File: src/rtl/clk_div_pkg.sv
// -----------------------------------------------------------------------------
// clk_div_pkg
// Shared constants for the run-time even clock divider controller.
//   - CNT_W_DEF    : default width of the counter and half-period setting
//   - HALF_ILLEGAL : half-period value that is rejected by the config port
//   - ST_*         : FSM state encoding (IDLE / RUN / DRAIN)
// -----------------------------------------------------------------------------
package clk_div_pkg;

   localparam int CNT_W_DEF    = 16;
   localparam int HALF_ILLEGAL = 0;

   localparam logic [1:0] ST_IDLE  = 2'd0;
   localparam logic [1:0] ST_RUN   = 2'd1;
   localparam logic [1:0] ST_DRAIN = 2'd2;

endpackage

File: src/rtl/clk_div_core.sv
// -----------------------------------------------------------------------------
// clk_div_core
// Half-period counter plus the registered divided-clock toggle.
//
// Ports:
//   i_clk      system clock, rising edge
//   i_rst      synchronous active-high reset
//   i_clr      clear: count <= 0, clock output <= 0 (stopped / idle)
//   i_run      count this cycle; on terminal count wrap and toggle
//   i_half     half-period in input clocks, must be >= 1
//   o_term     count is at its last value of the current phase
//   o_rise     this cycle's edge produces a 0->1 toggle
//   o_fall     this cycle's edge produces a 1->0 toggle
//   o_clk_out  divided clock (registered)
// -----------------------------------------------------------------------------
module clk_div_core
   import clk_div_pkg::*;
#(
   parameter int CNT_W = CNT_W_DEF
) (
   input  logic             i_clk,
   input  logic             i_rst,
   input  logic             i_clr,
   input  logic             i_run,
   input  logic [CNT_W-1:0] i_half,
   output logic             o_term,
   output logic             o_rise,
   output logic             o_fall,
   output logic             o_clk_out
);

   logic [CNT_W-1:0] r_count;
   logic             r_clk_out;
   logic             w_term;

   // i_half only changes while the count is 0, so the count never runs past
   // i_half-1 and an equality compare is sufficient.
   assign w_term    = (r_count == (i_half - CNT_W'(1)));
   assign o_term    = w_term;
   assign o_rise    = i_run & w_term & ~r_clk_out;
   assign o_fall    = i_run & w_term &  r_clk_out;
   assign o_clk_out = r_clk_out;

   always_ff @(posedge i_clk) begin
      if (i_rst) begin
         r_count   <= '0;
         r_clk_out <= 1'b0;
      end else if (i_clr) begin
         r_count   <= '0;
         r_clk_out <= 1'b0;
      end else if (i_run) begin
         if (w_term) begin
            r_count   <= '0;
            r_clk_out <= ~r_clk_out;
         end else begin
            r_count <= r_count + CNT_W'(1);
         end
      end
   end

endmodule

File: src/rtl/clk_div_ctrl.sv
// -----------------------------------------------------------------------------
// clk_div_ctrl
// Run-time controller for the even clock divider. Starts and stops the
// divided clock without runt pulses and accepts new half-period settings,
// which only take effect on a period boundary (falling toggle) or in IDLE.
// Output period is always 2 x active half-period input clocks.
//
// Ports:
//   i_clk          system clock, rising edge
//   i_rst          synchronous active-high reset
//   i_en           level: 1 = run divided clock, 0 = stop cleanly
//   i_cfg_valid    new half-period offered
//   i_cfg_half     offered half-period (0 is illegal and dropped)
//   o_cfg_ready    controller can accept a setting
//   o_cfg_err      one-cycle pulse: an offered 0 was dropped
//   o_clk_out      divided clock (registered)
//   o_tick         one-cycle pulse, coincident with o_clk_out rising
//   o_busy         state is not IDLE
//   o_active_half  half-period currently in use
//   o_state        current FSM state (ST_IDLE / ST_RUN / ST_DRAIN)
// -----------------------------------------------------------------------------
module clk_div_ctrl
   import clk_div_pkg::*;
#(
   parameter int CNT_W    = CNT_W_DEF,
   parameter int DEF_HALF = 10
) (
   input  logic             i_clk,
   input  logic             i_rst,
   input  logic             i_en,
   input  logic             i_cfg_valid,
   input  logic [CNT_W-1:0] i_cfg_half,
   output logic             o_cfg_ready,
   output logic             o_cfg_err,
   output logic             o_clk_out,
   output logic             o_tick,
   output logic             o_busy,
   output logic [CNT_W-1:0] o_active_half,
   output logic [1:0]       o_state
);

   logic [1:0]       r_state;
   logic [CNT_W-1:0] r_half;
   logic [CNT_W-1:0] r_pend;
   logic             r_pend_vld;
   logic             r_cfg_err;
   logic             r_tick;

   logic [1:0]       w_nxt_state;
   logic             w_clr;
   logic             w_run;
   logic             w_term;
   logic             w_rise;
   logic             w_fall;
   logic             w_clk_out;
   logic             w_xfer;
   logic             w_legal;
   logic             w_apply;

   clk_div_core #(
      .CNT_W (CNT_W)
   ) u_core (
      .i_clk     (i_clk),
      .i_rst     (i_rst),
      .i_clr     (w_clr),
      .i_run     (w_run),
      .i_half    (r_half),
      .o_term    (w_term),
      .o_rise    (w_rise),
      .o_fall    (w_fall),
      .o_clk_out (w_clk_out)
   );

   // FSM. RUN with EN low only stops immediately while the output is low;
   // with the output high it finishes the high phase (DRAIN) so no runt
   // pulse is produced. DRAIN keeps counting, so EN returning resumes
   // without disturbing the waveform.
   always_comb begin
      w_nxt_state = r_state;
      w_clr       = 1'b0;
      w_run       = 1'b0;
      case (r_state)
         ST_IDLE: begin
            w_clr = 1'b1;
            if (i_en) w_nxt_state = ST_RUN;
         end
         ST_RUN: begin
            if (!i_en && !w_clk_out) begin
               w_clr       = 1'b1;
               w_nxt_state = ST_IDLE;
            end else begin
               w_run = 1'b1;
               if (!i_en) w_nxt_state = w_term ? ST_IDLE : ST_DRAIN;
            end
         end
         ST_DRAIN: begin
            w_run = 1'b1;
            if (i_en)        w_nxt_state = ST_RUN;
            else if (w_term) w_nxt_state = ST_IDLE;
         end
         default: begin
            w_clr       = 1'b1;
            w_nxt_state = ST_IDLE;
         end
      endcase
   end

   // Handshake: a transfer happens on any rising edge where i_cfg_valid and
   // o_cfg_ready are both high; o_cfg_ready is low only while a setting is
   // waiting for a period boundary. A zero setting is consumed and reported
   // on o_cfg_err the next cycle, with no other effect.
   assign w_xfer  = i_cfg_valid & ~r_pend_vld;
   assign w_legal = (i_cfg_half != CNT_W'(HALF_ILLEGAL));

   // Pending value lands on a falling toggle or whenever the FSM is in or
   // entering IDLE (count is 0 in all of those). A transfer can never coincide
   // with an apply because ready is low while a value is pending, so a
   // setting accepted on a falling toggle waits for the following one.
   assign w_apply = r_pend_vld &
                    (w_fall | (r_state == ST_IDLE) | (w_nxt_state == ST_IDLE));

   always_ff @(posedge i_clk) begin
      if (i_rst) begin
         r_state    <= ST_IDLE;
         r_half     <= CNT_W'(DEF_HALF);
         r_pend     <= '0;
         r_pend_vld <= 1'b0;
         r_cfg_err  <= 1'b0;
         r_tick     <= 1'b0;
      end else begin
         r_state   <= w_nxt_state;
         r_tick    <= w_rise;
         r_cfg_err <= w_xfer & ~w_legal;
         if (w_apply) begin
            r_half     <= r_pend;
            r_pend_vld <= 1'b0;
         end
         if (w_xfer && w_legal) begin
            if (r_state == ST_IDLE) begin
               r_half <= i_cfg_half;
            end else begin
               r_pend     <= i_cfg_half;
               r_pend_vld <= 1'b1;
            end
         end
      end
   end

   assign o_cfg_ready   = ~r_pend_vld;
   assign o_cfg_err     = r_cfg_err;
   assign o_clk_out     = w_clk_out;
   assign o_tick        = r_tick;
   assign o_busy        = (r_state != ST_IDLE);
   assign o_active_half = r_half;
   assign o_state       = r_state;

endmodule

File: config.mk
export PLATFORM = sky130hd
export DESIGN_NAME = clk_div_ctrl
export DESIGN_NICKNAME = d
export VERILOG_FILES = /design/src/rtl/clk_div_pkg.sv /design/src/rtl/clk_div_core.sv /design/src/rtl/clk_div_ctrl.sv
export SDC_FILE = /design/constraint.sdc
export NUM_CORES = 1
export LEC_CHECK = 0
export BUFFER_PORTS_ARGS = -buffer_cell sky130_fd_sc_hd__buf_2
export CAP_MARGIN = 15
export CORE_MARGIN = 5
export CORE_UTILIZATION = 54
export DETAILED_ROUTE_END_ITERATION = 10
export PLACE_DENSITY = 0.76
export SYNTH_ARGS = -nofsm -noshare
export SYNTH_HDL_FRONTEND = slang
export SYNTH_SLANG_ARGS = --single-unit
File: constraint.sdc
create_clock -name i_clk -period 4.1 [get_ports i_clk]
set_clock_uncertainty 0.2 [all_clocks]
set_input_delay 0.615 -clock i_clk [delete_from_list [all_inputs] [get_ports i_clk]]
set_output_delay 0.615 -clock i_clk [all_outputs]
set_load 0.01 [all_outputs]
==> out/results.tsv <==
stage	metric	value	unit
die	die_h	85.2	µm
critical_path	worstPathCellList	inv_1 -> ha_1 -> or3b_2 -> or4_4 -> a211oi_2 -> and4_1 -> o2111ai_1 -> o21ai_2 -> nor2_1	
global_route	grt_pass1_vias	2432	
clock_tree	numCtsBuffers	5	
critical_path	path_class	flip-flop to flip-flop	
placed_design	gp_congestion	0.950	
hold_path	hold_class	flip-flop to flip-flop	
placed_design	placed_area	3280	µm²
critical_path	ff2ff_path_depth	9	
power	p_int	762	µW
clock_tree	hold_buffers	0	
flow_run	drv_cap	0	
sta	relSlewSlack	51.9	%
sta	rsz0062_at_grt	no	
power	ir_worst_vdd	0.189	mV
critical_path	cp_data_required_time	4.08	ns
finish	instances_no_fill	456	
clock_tree	cts_max_level	2	
finish	antennaDiodeCount	0	
critical_path	arrival	3.46	ns
critical_path	cp-startpoint	o_active_half[0]$_SDFF_PP0_	
logic_synthesis	syn_area	3060	µm²
global_route	globalRouteOverflowTotal	0	
route	viasPerCell	5.76	
finish	syn_to_final_growth	10.3	%
route	dr.first_iter.drc_count	174	
route	drc	0	
logic_synthesis	synth_ff_type	dfxtp_1	
finish	drive_gt1_share	19.0	%
global_route	grt_usage	19.6	%
outcome	status	complete, no violations	
finish	fill_cells	508	
critical_path	start_kind	flip-flop	
finish	final_area	3370	µm²
sta	setup-violations-final	0	
clock_tree	clock_sinks	54	
placed_design	post-place-cells	448	
hold_path	holdPathStages	2	
die	ios	43	
critical_path	critPathMaxStageDelay	0.61	ns
power	total_power	1100	µW
power	power.net_switching	334	µW
clock_tree	clock_path_buffers	2	
logic_synthesis	synth_cells	347	
power	pwr-share-comb	19.1	%
power	p_seq_share	52.7	%
logic_synthesis	synth-async-reset-ratio	0	%
hold_path	worstHoldStart	r_pend[3]$_SDFFE_PP0P_	
sta	max_freq	0.287	GHz
power	p_clk_share	28.1	%
logic_synthesis	synth_nets	374	
sta	hold_viol	0	
power	cellPowerDensity	325	nW/µm²
power	swShare	30.5	%
die	fp.dieW	85.2	µm
sta	worst_slew_pin_slew	0.722	ns
global_route	grt_pass1_wl	11800	µm
sta	slew_viol_final	0	
logic_synthesis	ys_seq_area_share	35.4	%
route	vias	2627	
clock_tree	clkLatencyLatePin	0.32	ns
route	drt_pass1_iterations	5	
clock_tree	cts_root_buf	clkbuf_8	
finish	fin_nets	410	
clock_tree	clk_pin_slew	0.10	ns
logic_synthesis	synth_cell_types	62	
die	rows	27	
global_route	antenna_found_initial	0	
clock_tree	cts_tree	done	
global_route	grt_max_degree	29	
critical_path	crit_fanout	16	
placed_design	place_hpwl	5260	µm
logic_synthesis	syn_area_per_cell	8.81	µm²
placed_design	io_buffers	42	
critical_path	slowest_stage	o21ai_2	
critical_path	endpoint_kind	flip-flop	
critical_path	r2r-start	o_active_half[0]$_SDFF_PP0_	
finish	multiInputGateArea	1820	µm²
route	drt_wl_total	7060	µm
logic_synthesis	ys_ff_latch	54	
logic_synthesis	synth_edf_count	0	
power	p_leak	0.00138	µW
sta	post-route-min-period	3.48	ns
clock_tree	cts_setup_buffers	0	
logic_synthesis	ys_warn_count	0	
route	ant_nets	0	
route	routedWlPerCell	15.5	µm
die	start_util	55.5	%
die	coreArea	5510	µm²
sta	fin_crit_sh	85.0	%
sta	fin_tns_setup	0	ns
finish	seq_area	1080	µm²
die	die_area	7260	µm²
clock_tree	cts.repair.resized	0	
-- per-layer routing --
layer	track usage, %	share of wire (%)	wire, µm
met5	0	0	0
met4	5.18	1.4	99
met3	4.37	4.3	306
met2	30.8	47	3290
met1	27.2	48	3370
-- cell families (layout without fill, tap and decap cells) --
family | after synthesis | count (layout) | share of synthesized area (%)
XOR/XNOR | 34 | 34 | 9.75
AO/OA/AOI/OAI | 64 | 64 | 17.6
buffers and inverters | 32 | 69 | 5.12
flip-flops | 54 | 54 | 35.4
AND/OR/NAND/NOR | 142 | 142 | 24.7
multiplexers | 14 | 14 | 4.59
adder cells (fa/ha/maj) | 7 | 7 | 2.87
-- path summary, 6_finish.rpt --
path                                     endpoint  slack (ns)
setup / recovery  u_core.r_count[10]$_SDFFE_PP0P_        0.62
hold reg to reg       o_active_half[3]$_SDFF_PP1_        0.28
hold / removal        o_active_half[3]$_SDFF_PP1_        0.28
setup reg to reg  u_core.r_count[10]$_SDFFE_PP0P_        0.62
-- flip-flops by register name, summed over array words and instances, names as in the netlist --
signal / cells
o_active_half: 16
u_core.r_count: 16
o_cfg_err: 1
o_state: 2
r_pend_vld: 1
u_core.o_clk_out: 1
r_pend: 16
o_tick: 1
-- stage by stage --
step | worst slack (ns) | hold slack [ns] | util, %
4_1_cts | 0.568 | 0.281 | 61.2
6_report | 0.617 | 0.279 | 61.2
2_1_floorplan | 0.875 | 0.238 | -
3_5_place_dp | 0.606 | 0.262 | 59.5
5_1_grt | 0.321 | 0.292 | 61.2
3_3_place_gp | 0.688 | 0.246 | 59.5
-- area by class of cell --
cell class	instances	share of cell area, %
inverters	17	1.89
repair buffers	44	6.68
well taps	72	2.67
clock inverters	3	0.668
flip-flops and latches	54	32.1
multi-input cells	261	54.0
clock buffers	5	2.04
-- cell usage after synthesis, types with 3 or more instances --
cell type,count,share of area (%)
dfxtp_1,54,35
nor2_1,48,5.9
xnor2_1,19,5.4
inv_1,17,2.1
nand2_1,16,2.0
and2_1,15,3.1
xor2_1,15,4.3
mux2i_1,14,4.6
a21oi_1,9,1.5
nor3_1,9,1.5
o21ai_0,9,1.5
a221o_1,8,2.6
nor4_1,8,1.6
clkbuf_1,7,0.86
ha_1,7,2.9
nand3_1,7,1.1
a221o_2,6,2.2
nand4_1,5,1.0
o21a_1,5,1.2
or3_1,5,1.0
or4_1,5,1.2
buf_6,4,1.5
and3_1,3,0.61
nor4b_1,3,0.86
or2_2,3,0.61
-- worst max-delay path: cells and delay by family (launching register included) --
kind            cells  cell delay (ns)
simple gates        4             1.37
compound gates      3             1.07
flops               1             0.37
fa+ha+maj           1             0.25
buf+inv             1             0.08
-- power groups by stage --
stage	Clock (µW)	Sequential, µW	Combinational, µW
global placement	0	589	203
finish	308	578	210
global route	340	583	230
CTS	312	578	209
detailed placement	0	590	207
floorplan	0	586	153
-- cell usage in the layout (no fill, tap or decap), drive strengths merged, types with 3 or more instances in the layout --
cell type and instances:
o21a 5, nand3 7, o211ai 3, nand2 16
ha 7, a221o 14, xnor2 19, or4 7
and3 3, clkbuf 5, nor4 8, mux2i 14
dfxtp 54, and2 15, nor3 9, nor2 48
buf 44, a211oi 3, nand4 5, or3 6
inv 19, a21oi 9, xor2 15, o21ai 11
or2 3, nor4b 3
(Power assumes the default switching activity.)
